File: config.mk
export PLATFORM = sky130hd
export DESIGN_NAME = vga_grid_scanner_flat
export DESIGN_NICKNAME = d
export VERILOG_FILES = /design/src/rtl/vga_grid_scanner_if.sv /design/src/rtl/vga_grid_scanner.sv /design/src/flat_wrapper.sv
export SDC_FILE = /design/constraint.sdc
export NUM_CORES = 1
export LEC_CHECK = 0
export ABC_AREA = 1
export ABC_CLOCK_PERIOD_IN_PS = 2200
export BUFFER_PORTS_ARGS = -buffer_cell sky130_fd_sc_hd__buf_2
export CORE_ASPECT_RATIO = 0.6
export CORE_MARGIN = 1
export CORE_UTILIZATION = 34
export DETAILED_ROUTE_END_ITERATION = 16
export PLACE_DENSITY = 0.52
export SYNTH_ARGS = -nofsm -noshare
export SYNTH_HDL_FRONTEND = slang
export SYNTH_SLANG_ARGS = --single-unit
File: constraint.sdc
create_clock -name i_clk -period 2.2 [get_ports i_clk]
set_clock_uncertainty 0.05 [all_clocks]
set_input_delay 0.22 -clock i_clk [delete_from_list [all_inputs] [get_ports i_clk]]
set_output_delay 0.22 -clock i_clk [all_outputs]
set_load 0.05 [all_outputs]
File: src/rtl/vga_grid_scanner_if.sv
// Display-side bundle of the raster scanner: scan coordinates out, ROM colour
// back in, registered VGA signals out.
interface vga_grid_scanner_if;
  logic [5:0]  o_game_x;
  logic [5:0]  o_game_y;
  logic [3:0]  o_grid_x;
  logic [3:0]  o_grid_y;
  logic        o_active;
  logic        o_frame_start;
  logic [23:0] i_rgb;
  logic [23:0] o_vga_rgb;
  logic        o_hsync;
  logic        o_vsync;
  logic        o_blank_n;

  modport master (
    output o_game_x, o_game_y, o_grid_x, o_grid_y, o_active, o_frame_start,
    output o_vga_rgb, o_hsync, o_vsync, o_blank_n,
    input  i_rgb
  );

  modport slave (
    input  o_game_x, o_game_y, o_grid_x, o_grid_y, o_active, o_frame_start,
    input  o_vga_rgb, o_hsync, o_vsync, o_blank_n,
    output i_rgb
  );
endinterface

File: src/rtl/vga_grid_scanner.sv
// VGA raster timing with incremental game-cell coordinates; registers the
// combinational ROM colour and keeps sync/blank aligned with it.
module vga_grid_scanner #(
  parameter int H_ACTIVE = 640,
  parameter int H_FP     = 16,
  parameter int H_SYNC   = 96,
  parameter int H_BP     = 48,
  parameter int V_ACTIVE = 480,
  parameter int V_FP     = 10,
  parameter int V_SYNC   = 2,
  parameter int V_BP     = 33,
  parameter int CELL     = 10
) (
  input logic                i_clk,
  input logic                i_rst,
  vga_grid_scanner_if.master bus
);
  localparam int H_TOTAL  = H_ACTIVE + H_FP + H_SYNC + H_BP;
  localparam int V_TOTAL  = V_ACTIVE + V_FP + V_SYNC + V_BP;
  localparam int HW       = $clog2(H_TOTAL);
  localparam int VW       = $clog2(V_TOTAL);
  localparam int HS_START = H_ACTIVE + H_FP;
  localparam int HS_END   = HS_START + H_SYNC;
  localparam int VS_START = V_ACTIVE + V_FP;
  localparam int VS_END   = VS_START + V_SYNC;

  logic [HW-1:0] h_cnt_p0;
  logic [VW-1:0] v_cnt_p0;
  logic [3:0]    grid_x_p0;
  logic [3:0]    grid_y_p0;
  logic [5:0]    game_x_p0;
  logic [5:0]    game_y_p0;
  logic          h_last;
  logic          v_last;
  logic          h_cell_run;
  logic          v_cell_run;
  logic          active_p0;
  logic          hsync_p0;
  logic          vsync_p0;

  logic [23:0]   rgb_p1;
  logic          hsync_p1;
  logic          vsync_p1;
  logic          blank_n_p1;

  assign h_last     = (h_cnt_p0 == HW'(H_TOTAL - 1));
  assign v_last     = (v_cnt_p0 == VW'(V_TOTAL - 1));
  // Cell counters advance only up to the last visible pixel/line, then clear
  // so they read 0 through the blanking interval.
  assign h_cell_run = (h_cnt_p0 < HW'(H_ACTIVE - 1));
  assign v_cell_run = (v_cnt_p0 < VW'(V_ACTIVE - 1));
  assign active_p0  = (h_cnt_p0 < HW'(H_ACTIVE)) && (v_cnt_p0 < VW'(V_ACTIVE));
  assign hsync_p0   = !((h_cnt_p0 >= HW'(HS_START)) && (h_cnt_p0 < HW'(HS_END)));
  assign vsync_p0   = !((v_cnt_p0 >= VW'(VS_START)) && (v_cnt_p0 < VW'(VS_END)));

  // Stage 0: raster and cell counters
  always_ff @(posedge i_clk) begin
    if (i_rst) begin
      h_cnt_p0  <= '0;
      v_cnt_p0  <= '0;
      grid_x_p0 <= '0;
      game_x_p0 <= '0;
      grid_y_p0 <= '0;
      game_y_p0 <= '0;
    end else begin
      h_cnt_p0 <= h_last ? '0 : h_cnt_p0 + HW'(1);
      if (h_cell_run) begin
        if (grid_x_p0 == 4'(CELL - 1)) begin
          grid_x_p0 <= '0;
          game_x_p0 <= game_x_p0 + 6'd1;
        end else begin
          grid_x_p0 <= grid_x_p0 + 4'd1;
        end
      end else begin
        grid_x_p0 <= '0;
        game_x_p0 <= '0;
      end
      if (h_last) begin
        v_cnt_p0 <= v_last ? '0 : v_cnt_p0 + VW'(1);
        if (v_cell_run) begin
          if (grid_y_p0 == 4'(CELL - 1)) begin
            grid_y_p0 <= '0;
            game_y_p0 <= game_y_p0 + 6'd1;
          end else begin
            grid_y_p0 <= grid_y_p0 + 4'd1;
          end
        end else begin
          grid_y_p0 <= '0;
          game_y_p0 <= '0;
        end
      end
    end
  end

  // Stage 1: registered colour with matching sync and blank
  always_ff @(posedge i_clk) begin
    if (i_rst) begin
      rgb_p1     <= '0;
      blank_n_p1 <= 1'b0;
      hsync_p1   <= 1'b1;
      vsync_p1   <= 1'b1;
    end else begin
      rgb_p1     <= active_p0 ? bus.i_rgb : '0;
      blank_n_p1 <= active_p0;
      hsync_p1   <= hsync_p0;
      vsync_p1   <= vsync_p0;
    end
  end

  assign bus.o_game_x      = game_x_p0;
  assign bus.o_game_y      = game_y_p0;
  assign bus.o_grid_x      = grid_x_p0;
  assign bus.o_grid_y      = grid_y_p0;
  assign bus.o_active      = active_p0;
  assign bus.o_frame_start = (h_cnt_p0 == '0) && (v_cnt_p0 == '0);
  assign bus.o_vga_rgb     = rgb_p1;
  assign bus.o_hsync       = hsync_p1;
  assign bus.o_vsync       = vsync_p1;
  assign bus.o_blank_n     = blank_n_p1;
endmodule

File: src/flat_wrapper.sv
// flat-port wrapper written by rule: the top's interface ports become plain ports
module vga_grid_scanner_flat 
#(
  parameter int H_ACTIVE = 640,
  parameter int H_FP     = 16,
  parameter int H_SYNC   = 96,
  parameter int H_BP     = 48,
  parameter int V_ACTIVE = 480,
  parameter int V_FP     = 10,
  parameter int V_SYNC   = 2,
  parameter int V_BP     = 33,
  parameter int CELL     = 10
)
  (i_clk, i_rst, bus_o_game_x, bus_o_game_y, bus_o_grid_x, bus_o_grid_y, bus_o_active, bus_o_frame_start, bus_o_vga_rgb, bus_o_hsync, bus_o_vsync, bus_o_blank_n, bus_i_rgb);
  vga_grid_scanner_if bus_i ();
  input logic i_clk;
  input logic i_rst;
  output wire logic [$bits(bus_i.o_game_x)-1:0] bus_o_game_x;
  output wire logic [$bits(bus_i.o_game_y)-1:0] bus_o_game_y;
  output wire logic [$bits(bus_i.o_grid_x)-1:0] bus_o_grid_x;
  output wire logic [$bits(bus_i.o_grid_y)-1:0] bus_o_grid_y;
  output wire logic [$bits(bus_i.o_active)-1:0] bus_o_active;
  output wire logic [$bits(bus_i.o_frame_start)-1:0] bus_o_frame_start;
  output wire logic [$bits(bus_i.o_vga_rgb)-1:0] bus_o_vga_rgb;
  output wire logic [$bits(bus_i.o_hsync)-1:0] bus_o_hsync;
  output wire logic [$bits(bus_i.o_vsync)-1:0] bus_o_vsync;
  output wire logic [$bits(bus_i.o_blank_n)-1:0] bus_o_blank_n;
  input wire logic [$bits(bus_i.i_rgb)-1:0] bus_i_rgb;
  assign bus_o_game_x = bus_i.o_game_x;
  assign bus_o_game_y = bus_i.o_game_y;
  assign bus_o_grid_x = bus_i.o_grid_x;
  assign bus_o_grid_y = bus_i.o_grid_y;
  assign bus_o_active = bus_i.o_active;
  assign bus_o_frame_start = bus_i.o_frame_start;
  assign bus_o_vga_rgb = bus_i.o_vga_rgb;
  assign bus_o_hsync = bus_i.o_hsync;
  assign bus_o_vsync = bus_i.o_vsync;
  assign bus_o_blank_n = bus_i.o_blank_n;
  assign bus_i.i_rgb = bus_i_rgb;
  vga_grid_scanner #(.H_ACTIVE(H_ACTIVE), .H_FP(H_FP), .H_SYNC(H_SYNC), .H_BP(H_BP), .V_ACTIVE(V_ACTIVE), .V_FP(V_FP), .V_SYNC(V_SYNC), .V_BP(V_BP), .CELL(CELL)) u_core (.i_clk(i_clk), .i_rst(i_rst), .bus(bus_i));
endmodule
Word-level counts from Yosys, hierarchy flattened
Cells that the tools add are included.
Storage, ports and cells
  word-level logic and storage cells: 49
  register bits: 67
Cells by class
  $add $sub $neg: 6
  equal/unequal tests: 5
  muxes and demuxes: 5
  bitwise logic cells: 2
  reductions and logical operators: 13
  $lt $le $gt $ge: 8
Operators by type and width (count)
  $lt 10x10->1 const B: 3
  $lt 10x9->1 const B: 3
  $add 10x1->10 const B: 2
  $eq 10x10->1 const B: 2
  $logic_not 10->1: 2
  $add 6x1->6 const B: 2
  $mux 6: 2
  $ge 10x10->1 const B: 1
  $ge 10x9->1 const B: 1
  $mux 10: 1
  $add 4x1->4 const B: 2
  $eq 4x4->1 const B: 2
  $mux 4: 2
  $reduce_or 2->1: 3
  $logic_and 1x1->1: 4
  $reduce_or 3->1: 1
  $logic_not 1->1: 2
  $ne 2x2->1 const B: 1
  $not 1->1: 2
  $reduce_and 2->1: 1

Longest topological paths before layout
Gate-level depths: netlist of the first run.
  depth in word-level cells: 4
  depth in mapped cells: 10
  gate-level depth less buffers: 10

Least setup slack after synthesis of the first run
OpenSTA, ideal clock, no wires.
  path kind: flip-flop to output port
  from: reg u_core.v_cnt_p0[1]
  to: out bus_o_frame_start
  arrival time: 1.528 ns
  stages on the path, launching flop included: 7
  path slack: 0.402 ns
  data required time: 1.930 ns
  cells stage by stage: dfxtp_1 -> inv_1 -> ha_1 -> inv_1 -> nor4_1 -> nand3_1 -> nor2_1
On the way
  cells in the longest elaborated chain, start to end: 2
RTL lines
  start, declared: line vga_grid_scanner.sv:28  | logic [VW-1:0] v_cnt_p0;
  start signal, assigned: line vga_grid_scanner.sv:79  | v_cnt_p0 <= v_last ? '0 : v_cnt_p0 + VW'(1);
  $logic_not 10->1: line vga_grid_scanner.sv:115  | assign bus.o_frame_start = (h_cnt_p0 == '0) && (v_cnt_p0 == '0);
  $logic_and 1x1->1: line vga_grid_scanner.sv:115
  end, declared: line flat_wrapper.sv:23  | output wire logic [$bits(bus_i.o_frame_start)-1:0] bus_o_frame_start;
No other way between the ends.

Worst setup path in the final report of the first run
Ends and elaborated chain as after synthesis.

==> impl_metrics.tcl, run 1 <==
set metrics [dict create \
    run_status "complete, no violations" \
    std_cell_rows 26 \
    num_antenna_cells 0 \
    timing.critical_path.mode_cell "sky130_fd_sc_hd__inv_1" \
    grt_start_max_net_pins 25 \
    final.setup.tns_ns 0 \
    detailedRoute.firstPassIterationCount 5 \
    clock_tree_buf_depth 2 \
    cp-start-kind "register" \
    critical_path_class "reg -> out" \
    path_max_fanout 4 \
    clock-sinks 67 \
    ctsHtreeMaxLevel 3 \
    worst-endpoint-arrival_ns 1.73 \
    globalRouteTotalUtil 0.1550 \
    setup_viol 0 \
    grt_antenna_before_repair 0 \
    post-cts-setup-buffers 0 \
    timing.critical_path.required_ns 1.93 \
    drive_above_1_share 0.2386 \
    number_of_nets_in_the_layout 513 \
    clock_insertion_delay_worst_skew_ns 0.33 \
    gpl.final_weighted_congestion 0.8606 \
    total_leakage_power_nw 1.879 \
    floorplan.initialDensity 0.3504 \
    rsz0062_at_grt "false" \
    slew_headroom 0.7391 \
    port_buffers 74 \
    fin_crit_sh 0.9083 \
    min-delay-path-class "in -> reg" \
    cp_slowest_stage_delay_ns 0.35 \
    fmax_mhz 500.5 \
    area.growth.synth_to_final_pct 25.64 \
    detail_route.wirelength.met1_um 3451 \
    critical_path.cell_chain "inv_1 -> ha_1 -> inv_1 -> nor4_1 -> nand3_1 -> nor2_1 -> buf_2" \
    clk_transition_reported_paths_ns 0.05 \
    period_minus_slack_ns 1.998 \
    top_signal_layer_used "met4" \
    die_height_um 74.60 \
    yosys.area.top_type "sky130_fd_sc_hd__dfxtp_1" \
    post_drt_via_cell_ratio 4.354 \
    final_area_mm2 0.003752 \
    globalRoute.totalOverflow 0 \
    vdd_drop_max_v 0.0003880 \
    dieWidth_um 123.0 \
    core_box_area_mm2 0.008523 \
    boundaryPins 75 \
    worst_setup_path_end_kind "primary output" \
    hold_buffers 0 \
    synth_top_cell_area_share 0.4491 \
    cts_tree "done" \
    power_per_cell_area_mw_per_mm2 776.7 \
    timing.final.hold_violations 0 \
    postCtsResizedCells 0 \
    via_count_of_the_first_global_routing_pass 2285 \
    yosys-top-cells-area "sky130_fd_sc_hd__dfxtp_1, sky130_fd_sc_hd__inv_1, sky130_fd_sc_hd__nor2_1, sky130_fd_sc_hd__nand2_1, sky130_fd_sc_hd__nand3_1" \
    grt_first_pass_wirelength_um 10650 \
    number_of_pins_with_negative_max_slew_slack_in_the_final_report 0 \
    postSynthNetCount 431 \
    worst_slew_pin_slew_ns 0.3907 \
    ys_seq_elements 67 \
    post-dp-hpwl_um 4872 \
    vias 2586 \
    met2_length_um 2425 \
    routed_wirelength_um 6553 \
    clockRootBuffer "sky130_fd_sc_hd__clkbuf_16" \
    drtIter0Drc 162 \
    ys_warn_count 0 \
    synth_area_mm2 0.002987 \
    number_of_different_library_cells_in_the_post_synthesis_netlist 31 \
    cap_violations 0 \
    drt_drc_violations_left 0 \
    design.die.area_mm2 0.009175 \
    met3_wirelength_um 629 \
    syn_inst 395 \
    detailed_place.area_mm2 0.003457 \
    mean_routed_wirelength_per_cell_um 11.03 \
    drt.antenna.violating_nets 0 \
    synth-seq-area-share 0.4491 \
    syn-mean-instance-area_um2 7.561 \
    timing.critical_path.slowest_stage_cell "sky130_fd_sc_hd__dfxtp_1" \
    tritoncts.num_buffers 9 \
]
## power breakdown
part	internal (mW)	switching, mW	leakage, nW
Clock	0.901	0.506	0.145
Combinational	0.0636	0.180	1.19
Sequential	1.25	0.0155	0.548
Total	2.21	0.702	1.88
## critical path: cells and delay by family (launching register included)
family                   cells  cell delay, ns
AND/OR/NAND/NOR              3            0.49
buffers and inverters        3            0.41
flip-flops                   1            0.35
adder cells (fa/ha/maj)      1            0.17
## per-stage QoR
| step | hold WS (ns) | cells | power, mW | utilization | worst slack, ns |
|---|---|---|---|---|---|
| floorplan | 0.2397 | 395 | 1.467 | - | 0.4021 |
| global placement | 0.3820 | 578 | 1.535 | 0.4056 | 0.4166 |
| detailed placement | 0.3874 | 578 | 1.535 | 0.4056 | 0.5395 |
| CTS | 0.03921 | 594 | 2.962 | 0.4403 | 0.1690 |
| global route | 0.04110 | 594 | 3.032 | 0.4403 | 0.04967 |
| finish | 0.05182 | 594 | 2.915 | 0.4403 | 0.2018 |
## layer usage
metal,up-vias,global-route usage
met2,94,0.1910
met3,7,0.07285
met5,-,0
met4,0,0.05756
li1,1389,-
met1,1096,0.2257
## worst paths after layout
| kind | start | end | slack [ns] | cells past startpoint |
|---|---|---|---|---|
| setup / recovery | u_core.v_cnt_p0[1] | bus_o_frame_start | 0.20 | 7 |
| hold / removal | bus_i_rgb[19] | u_core.bus.o_vga_rgb[19] | 0.05 | 3 |
| setup reg to reg | u_core.v_cnt_p0[0] | u_core.bus.o_game_y[1] | 0.57 | 8 |
| hold reg to reg | u_core.h_cnt_p0[0] | u_core.h_cnt_p0[0] | 0.42 | 1 |
## cells in the final DEF (no fill, tap or decap), drive strengths merged, types with 3 or more instances in the layout
cell / count
dfxtp: 67
xor2: 5
a21oi: 10
clkbuf: 11
nor2: 71
inv: 82
nand3: 35
o21ai: 12
xnor2: 3
nand4: 7
nor3: 18
clkinv: 4
nand2: 64
buf: 75
ha: 10
## flip-flops by register name, summed over array words and instances, names as in the netlist
name and cells:
u_core.bus.o_vga_rgb 24, u_core.bus.o_hsync 1, u_core.bus.o_grid_y 4, u_core.bus.o_blank_n 1
u_core.v_cnt_p0 10, u_core.bus.o_game_x 6, u_core.h_cnt_p0 10, u_core.bus.o_game_y 6
u_core.bus.o_grid_x 4, u_core.bus.o_vsync 1
## synthesized netlist by cell type
master and number:
sky130_fd_sc_hd__nor3_2 2, sky130_fd_sc_hd__o22ai_2 1, sky130_fd_sc_hd__nor3_1 16, sky130_fd_sc_hd__inv_1 78
sky130_fd_sc_hd__or2_2 1, sky130_fd_sc_hd__nand2_2 2, sky130_fd_sc_hd__inv_2 3, sky130_fd_sc_hd__nand2_1 59
sky130_fd_sc_hd__clkinv_1 1, sky130_fd_sc_hd__o21ai_0 9, sky130_fd_sc_hd__buf_6 2, sky130_fd_sc_hd__nor3b_1 2
sky130_fd_sc_hd__dfxtp_1 67, sky130_fd_sc_hd__nand4_1 7, sky130_fd_sc_hd__nand2_4 3, sky130_fd_sc_hd__xnor2_1 3
sky130_fd_sc_hd__nor2_1 65, sky130_fd_sc_hd__buf_12 1, sky130_fd_sc_hd__nand3_1 30, sky130_fd_sc_hd__nand3_4 2
sky130_fd_sc_hd__o21ai_2 1, sky130_fd_sc_hd__inv_8 1, sky130_fd_sc_hd__nor4_1 2, sky130_fd_sc_hd__o21ai_1 2
sky130_fd_sc_hd__nor2_4 3, sky130_fd_sc_hd__ha_1 10, sky130_fd_sc_hd__xor2_1 5, sky130_fd_sc_hd__nor2_2 3
sky130_fd_sc_hd__nand3_2 3, sky130_fd_sc_hd__a21oi_1 10, sky130_fd_sc_hd__buf_2 1
## cell type report
class / count / area, um^2
clock buffer: 11 / 242.7
clock inverter: 5 / 52.55
fill: 877 / 4771
inverter: 83 / 319.1
multi-input combinational: 241 / 1279
sequential: 67 / 1341
tap: 112 / 140.1
timing repair buffer: 75 / 377.9
## kinds of logic after synthesis
family,after synthesis,share of synthesized area
DFF,67,0.4491
AOI/OAI and AO/OA,23,0.04231
adders and majority gates,10,0.04189
buffers and inverters,87,0.1227
xor gates and xnor gates,8,0.02346
and+or+nand+nor,200,0.3205
Power figures use the tool's default switching activity.
==> run 2, diff against run 1 <==
--- a/config.mk
+++ b/config.mk
@@ -13,6 +13,7 @@
 export CORE_UTILIZATION = 34
 export DETAILED_ROUTE_END_ITERATION = 16
 export PLACE_DENSITY = 0.52
+export RECOVER_POWER = 100
 export SYNTH_ARGS = -nofsm -noshare
 export SYNTH_HDL_FRONTEND = slang
 export SYNTH_SLANG_ARGS = --single-unit
==> run 2 against run 1 <==
Total power fell by 0.18%. Core utilization fell by 1.1 points. Sequential power barely moved. Fmax fell by 0.79%.
==> impl_metrics.tcl, run 2 (synthesis gave the netlist of run 1 again) <==
set metrics [dict create \
    run_status "complete, no violations" \
    final_area_mm2 0.003659 \
    drive_above_1_share 0.1224 \
    critical_path.cell_chain "nand2_1 -> nor2_1 -> nor2_2 -> inv_1 -> nor2_1 -> clkbuf_2" \
    boundaryPins 75 \
    cp-start-kind "register" \
    worst_setup_path_end_kind "primary output" \
    slew_headroom 0.5270 \
    worst-endpoint-arrival_ns 1.74 \
    final.fill_count 909 \
    fin_crit_sh 0.9155 \
    drtIter0Drc 139 \
    hold_buffers 0 \
    postCtsResizedCells 0 \
    critical_path_class "reg -> out" \
    final.setup.tns_ns 0 \
    number_of_nets_in_the_layout 513 \
    timing.critical_path.required_ns 1.93 \
    final_cell_mix "sky130_fd_sc_hd__inv_1, sky130_fd_sc_hd__nor2_1, sky130_fd_sc_hd__dfxtp_1" \
    num_antenna_cells 0 \
    clock_insertion_delay_worst_skew_ns 0.33 \
    gpl.final_weighted_congestion 0.8606 \
    via_count_of_the_first_global_routing_pass 2285 \
    fmax_mhz 496.5 \
    worst_r2r_startpoint "u_core.h_cnt_p0[0]" \
    core_box_area_mm2 0.008523 \
    setup.reg_to_reg.worst_slack_ns 0.24 \
    dieWidth_um 123.0 \
    period_minus_slack_ns 2.014 \
    hold_depth 3 \
    detailedRoute.firstPassIterationCount 4 \
    reg2reg_to "u_core.bus.o_game_y[4]" \
    min-delay-path-class "in -> reg" \
    std_cell_rows 26 \
    clock_tree_buf_depth 2 \
    path_max_fanout 6 \
    multiInputGateArea_mm2 0.001244 \
    post-dp-hpwl_um 4872 \
    routed_wirelength_um 6571 \
    grt_start_max_net_pins 25 \
    cap_violations 0 \
    post-cts-setup-buffers 0 \
    grt_first_pass_wirelength_um 10650 \
    post_drt_via_cell_ratio 4.338 \
    cts_tree "done" \
    ctsHtreeMaxLevel 3 \
    tritoncts.num_buffers 9 \
    globalRoute.totalOverflow 0 \
    cp_slowest_stage_delay_ns 0.33 \
    final-seq-area_mm2 0.001341 \
    reg2reg_depth 9 \
    design.die.area_mm2 0.009175 \
    rsz0062_at_grt "false" \
    timing.critical_path.slowest_stage_cell "sky130_fd_sc_hd__dfxtp_1" \
    clk_transition_reported_paths_ns 0.05 \
    power_per_cell_area_mw_per_mm2 795.2 \
    vias 2577 \
    largest_register_ff_count 24 \
    globalRouteTotalUtil 0.1550 \
    utilization 0.4292 \
    mean_routed_wirelength_per_cell_um 11.06 \
    grt_antenna_before_repair 0 \
    setup_viol 0 \
    number_of_pins_with_negative_max_slew_slack_in_the_final_report 0 \
    timing.final.hold_violations 0 \
    timing.critical_path.mode_cell "sky130_fd_sc_hd__nor2_1" \
    die_height_um 74.60 \
    worst_slack_ns 0.1858 \
    worst_slew_pin_slew_ns 0.7087 \
    floorplan.initialDensity 0.3504 \
    hold-worst-slack_ns 0.05190 \
    clockRootBuffer "sky130_fd_sc_hd__clkbuf_16" \
    drt_drc_violations_left 0 \
    area.growth.synth_to_final_pct 22.50 \
    port_buffers 74 \
    drt.antenna.violating_nets 0 \
    mostFrequentLayoutCell "sky130_fd_sc_hd__inv_1" \
    total_leakage_power_nw 1.684 \
    hold_end "u_core.bus.o_vga_rgb[19]" \
    pre_cts_setup_slack_ns 0.5395 \
    hold_path_startpoint "bus_i_rgb[19]" \
    clock-sinks 67 \
    detailed_place.area_mm2 0.003457 \
    vdd_drop_max_v 0.0003872 \
]
run 2: cell count changes in the layout (fill, tap and decap cells not counted), sizes merged:
cell    before  now
buf         75   26
clkbuf      11   60
run 2: stage by stage:
| step | std cells | power [mW] |
|---|---|---|
| after global placement | 578 | 1.535 |
| final | 594 | 2.909 |
| after floorplan | 395 | 1.467 |
| after global routing | 594 | 3.023 |
| after detailed placement | 578 | 1.535 |
| after CTS | 594 | 2.962 |
run 2: worst max-delay path, delay by kind of cell (launching register included):
kind	cells	cell delay, ns
buffers and inverters	2	0.44
DFF	1	0.33
and+or+nand+nor	4	0.64
run 2: cell type report:
type,count,area share
Clock inverter,5,0.01436
Inverter,83,0.08721
Clock buffer,11,0.06635
Multi-Input combinational cell,241,0.3399
Tap cell,112,0.03830
Sequential cell,67,0.3666
Timing Repair Buffer,75,0.08721
run 2: power by group:
group | switching [mW] | internal [mW]
combinational | 0.180 | 0.0548
clock | 0.509 | 0.901
sequential | 0.0160 | 1.25
run 2: worst max path at each step:
| stage | from | to | slack (ns) | cells after the start |
|---|---|---|---|---|
| after global routing | u_core.v_cnt_p0[0] | bus_o_frame_start | 0.03 | 7 |
| after CTS | u_core.v_cnt_p0[1] | bus_o_frame_start | 0.17 | 7 |
| after detailed placement | u_core.v_cnt_p0[1] | bus_o_frame_start | 0.54 | 7 |
| after global placement | u_core.v_cnt_p0[1] | bus_o_frame_start | 0.42 | 7 |
| after floorplan | u_core.v_cnt_p0[1] | bus_o_frame_start | 0.40 | 6 |
| final | u_core.v_cnt_p0[6] | bus_o_active | 0.19 | 6 |
run 2: layer usage:
layer | track usage | share of wire
met1 | 0.2257 | 0.54
met2 | 0.1910 | 0.37
met3 | 0.07285 | 0.080
met4 | 0.05756 | 0.0082
met5 | 0 | 0
